File: src/rtl/reload_down_timer.sv
// Reloadable down-counting timer with one-shot and periodic auto-reload modes.
// Raises a one-cycle terminal-count pulse each time the count expires from 1.
//
//   state   | meaning
//   --------+-------------------------------------------------------------
//   IDLE    | not counting; data_o holds a loaded or stopped count
//   RUN     | counting down one per clock
//   DONE    | one-shot expired; data_o is 0, start re-arms from rld
module reload_down_timer #(
    parameter int WIDTH = 8
) (
    input  logic             clk,
    input  logic             rst,
    input  logic             load_i,
    input  logic [WIDTH-1:0] data_i,
    input  logic             start_i,
    input  logic             stop_i,
    input  logic             mode_i,
    output logic [WIDTH-1:0] data_o,
    output logic             tc_o,
    output logic             busy_o,
    output logic             done_o
);

    typedef enum logic [1:0] {
        ST_IDLE = 2'd0,
        ST_RUN  = 2'd1,
        ST_DONE = 2'd2
    } state_t;

    state_t           state;
    state_t           state_nxt;
    logic [WIDTH-1:0] rld;
    logic [WIDTH-1:0] rld_nxt;
    logic [WIDTH-1:0] count_nxt;
    logic             tc_nxt;
    logic             count_zero;
    logic             count_one;
    logic             rld_zero;

    assign count_zero = (data_o == '0);
    assign count_one  = (data_o == WIDTH'(1));
    assign rld_zero   = (rld == '0);

    always_ff @(posedge clk or posedge rst) begin
        if (rst) begin
            state <= ST_IDLE;
        end else begin
            state <= state_nxt;
        end
    end

    // Priority: load, then stop, then start, then counting.
    always_comb begin
        state_nxt = state;
        if (load_i) begin
            state_nxt = ST_IDLE;
        end else begin
            case (state)
                ST_IDLE: begin
                    if (start_i && !count_zero) begin
                        state_nxt = ST_RUN;
                    end
                end
                ST_RUN: begin
                    if (stop_i) begin
                        state_nxt = ST_IDLE;
                    end else if (count_one && !mode_i) begin
                        state_nxt = ST_DONE;
                    end
                end
                ST_DONE: begin
                    if (start_i && !rld_zero) begin
                        state_nxt = ST_RUN;
                    end
                end
                default: state_nxt = ST_IDLE;
            endcase
        end
    end

    always_comb begin
        rld_nxt   = rld;
        count_nxt = data_o;
        tc_nxt    = 1'b0;
        if (load_i) begin
            rld_nxt   = data_i;
            count_nxt = data_i;
        end else begin
            case (state)
                ST_RUN: begin
                    if (!stop_i) begin
                        if (count_one) begin
                            tc_nxt    = 1'b1;
                            count_nxt = mode_i ? rld : '0;
                        end else if (!count_zero) begin
                            count_nxt = data_o - WIDTH'(1);
                        end
                    end
                end
                ST_DONE: begin
                    if (start_i) begin
                        count_nxt = rld;
                    end
                end
                default: ;
            endcase
        end
    end

    always_ff @(posedge clk or posedge rst) begin
        if (rst) begin
            rld    <= '0;
            data_o <= '0;
            tc_o   <= 1'b0;
        end else begin
            rld    <= rld_nxt;
            data_o <= count_nxt;
            tc_o   <= tc_nxt;
        end
    end

    // Status flags come from the state register alone so they never glitch on inputs.
    always_comb begin
        busy_o = (state == ST_RUN);
        done_o = (state == ST_DONE);
    end

endmodule

File: config.mk
export PLATFORM = sky130hd
export DESIGN_NAME = reload_down_timer
export DESIGN_NICKNAME = d
export VERILOG_FILES = /design/src/rtl/reload_down_timer.sv
export SDC_FILE = /design/constraint.sdc
export NUM_CORES = 1
export LEC_CHECK = 0
export CAP_MARGIN = 10
export CORE_ASPECT_RATIO = 0.6
export CORE_MARGIN = 3
export CORE_UTILIZATION = 45
export DETAILED_ROUTE_END_ITERATION = 10
export PLACE_DENSITY = 0.72
export SLEW_MARGIN = 5
export SYNTH_ARGS = -nofsm -noshare
export SYNTH_HDL_FRONTEND = slang
export SYNTH_SLANG_ARGS = --single-unit
File: constraint.sdc
create_clock -name clk -period 2.4 [get_ports clk]
set_input_delay 0.48 -clock clk [delete_from_list [all_inputs] [get_ports clk]]
set_output_delay 0.48 -clock clk [all_outputs]
set_load 0.01 [all_outputs]
==> metrics <==
largest net degree at the start of global routing 22; Worst Reg-to-Reg Cells 5; Synth Area in XOR/XNOR 0.00750; synth top area cells dfrtp_1 41%, o21ai_0 5.1%, mux2_2 4.8%; GRT Overall Usage 0.208; CORE AREA 2310 um2; cells resized by post-CTS repair 0; actual slew at the worst max-slew pin 0.707 ns; Vias/cell 6.09; Tmin final 2.10 ns; CTS max path bufs 2; Slew HR 0.528; Tot Pwr 0.000908 W; endpoint of the worst register-to-register path data_o[1]; final RePlAce weighted congestion 0.922; Non-Filler Instances 184; fraction of layout cells with a size suffix above 1 0.104; cell taking the most area after synthesis dfrtp_1; Req. time, crit path 2.51 ns; Worst VDD drop 0.320 mV; mux contribution to synthesized area 0.0654; post-detail-place hpwl 2.40 mm; initial antenna violation count 0; Distinct cells, synth 42; EDFF count, synth 0; nets 172; hold buffers post-CTS 0; cells after synthesis 125; Crit Path Class flop to flop; largest family of logic cells by synthesized area compound AO/OA/AOI/OAI gates; clock skew 0.00305 ns; CP startpoint data_o[7]; Clock Sinks 19; Total Wirelength 3.02 mm; Vias 1121; CP Capture Type flop; Worst Path Arrival 2.21 ns; adder-cell share of the synthesized area 0.0322; Port Buffers 24; synth cell count leaders 19 x dfrtp_1, 13 x nand2_1, 12 x nor2_1, 12 x o21ai_0, 8 x inv_1; max-slew violation count 0; Syn Area/Cell 9.34 um2; Synth Area in Simple Gates 0.206; CTS Buf Count 3; Worst-Skew Late Latency 0.25 ns; Die ar. 3260 um2; vias in the first global route 1013; CP Launch Type flop; Fill cells 187; root buffer cell clkbuf_8; flip-flop and latch count after synthesis 19; Wirelength per Cell 16.4 um; hold slack 0.557 ns; reg2reg start data_o[7]; Worst-path clk slew 0.07 ns; initial DRC count 120; Chip Height 45.5 um; Top FF cell, synth dfrtp_1; first-pass GRT wire length 5.01 mm; Final Util 0.647; Post-Route Setup TNS 0 ns; Initial Util 0.505; Worst Setup EP data_o[1]; IO Count 25; max-cap violation count 0; area delta synth->final 28.0%; Compound-Gate Fraction of Synth Area 0.227; most common cell in the netlist dfrtp_1; Syn Nets 142; Die X 71.8 um; sequential area share after synthesis 0.407; status completed; Rows 13; grt total ovfl 0; postcts setup bufs 0; Power Density 608 nW/um2; Fmax 476 MHz; Yosys warnings 0; CP max FO 7; Final setup viols 0; asr flop ratio synth 1.00; Fin. Hold Viols 0; RSZ-0062 raised after global routing no; htree depth 1; ANT nets after route 0; Yosys top cell area share 0.407; CTS tree built; diode count 0; fin crit share 0.875; HP Class flop to flop; Placed Cells 180; Detailed Routing Iterations Pass 1 4; DR DRC count 0; Leak 0.622 nW; Cell Area, Synth 1170 um2; Reg2Reg Setup Slack 0.30 ns
## cell usage in the layout (no fill, tap or decap), types with 2 or more instances in the layout
master / count
a21oi_1: 4
a221o_1: 3
a222oi_1: 2
a22oi_1: 2
a31oi_1: 2
a41oi_1: 2
and2_1: 2
buf_4: 5
clkbuf_8: 3
clkdlybuf4s50_1: 24
dfrtp_1: 19
ha_1: 3
inv_1: 8
mux2_2: 5
mux2i_1: 2
nand2_1: 13
nand2b_1: 2
nand3_1: 2
nor2_1: 12
nor3_1: 2
o21ai_0: 12
o21ai_1: 3
or4_1: 2
## sequential cells by signal, summed over array words and instances, names as in the netlist
register  flops
data_o        8
state         2
tc_o          1
rld           8
## metal layers
metal | GRT usage | vias up | routed length, um
met1 | 0.300 | 532 | 1280
met5 | 0 | - | 0
met4 | 0.0337 | 0 | 23
met3 | 0.0727 | 4 | 400
met2 | 0.308 | 67 | 1320
li1 | - | 518 | -
## power breakdown
group / total, W / leakage [nW] / internal [W] / switching, W
sequential: 0.000416 / 0.229 / 0.000360 / 0.0000562
combinational: 0.000278 / 0.371 / 0.000147 / 0.000130
clock: 0.000215 / 0.0228 / 0.000118 / 0.0000971
## cell type report
class                      count  area [um2]  area share
sequential                    19         475       0.318
tap                           30        37.5      0.0251
multi-input combinational     94         628       0.420
inverter                       8        30.0      0.0201
timing repair buffer          29         278       0.186
clock buffer                   4        45.0      0.0302
## worst min-delay path by stage
| stage | end | depth (start not counted) | slack, ns | start |
|---|---|---|---|---|
| 2_1_floorplan | data_o[0] | 1 | 0.43 | rst |
| 3_3_place_gp | rld[3] | 2 | 0.53 | rld[3] |
| 3_5_place_dp | rld[3] | 2 | 0.54 | rld[3] |
| 4_1_cts | rld[3] | 2 | 0.56 | rld[3] |
| 5_1_grt | rld[5] | 1 | 0.59 | rld[5] |
| 6_report | rld[3] | 2 | 0.56 | rld[3] |
## stage by stage
stage / cell area, um2 / worst slack, ns
after floorplan: 1170 / 0.608
after global placement: 1450 / 0.221
after detailed placement: 1450 / 0.172
after CTS: 1490 / 0.393
after global routing: 1490 / 0.222
final: 1490 / 0.300
## worst max-delay path, stage by stage (launching register included)
cell      delay, ns
dfrtp_1        0.46
nor4_4         0.34
and3_1         0.40
mux2i_1        0.12
a222oi_1       0.49
a21oi_1        0.15
## kinds of logic after synthesis
group           after synthesis
xor+xnor                      1
compound gates               39
mux                           7
fa+ha+maj                     3
simple gates                 44
flops                        19
buf+inv                      12
Power figures use the tool's default switching activity.
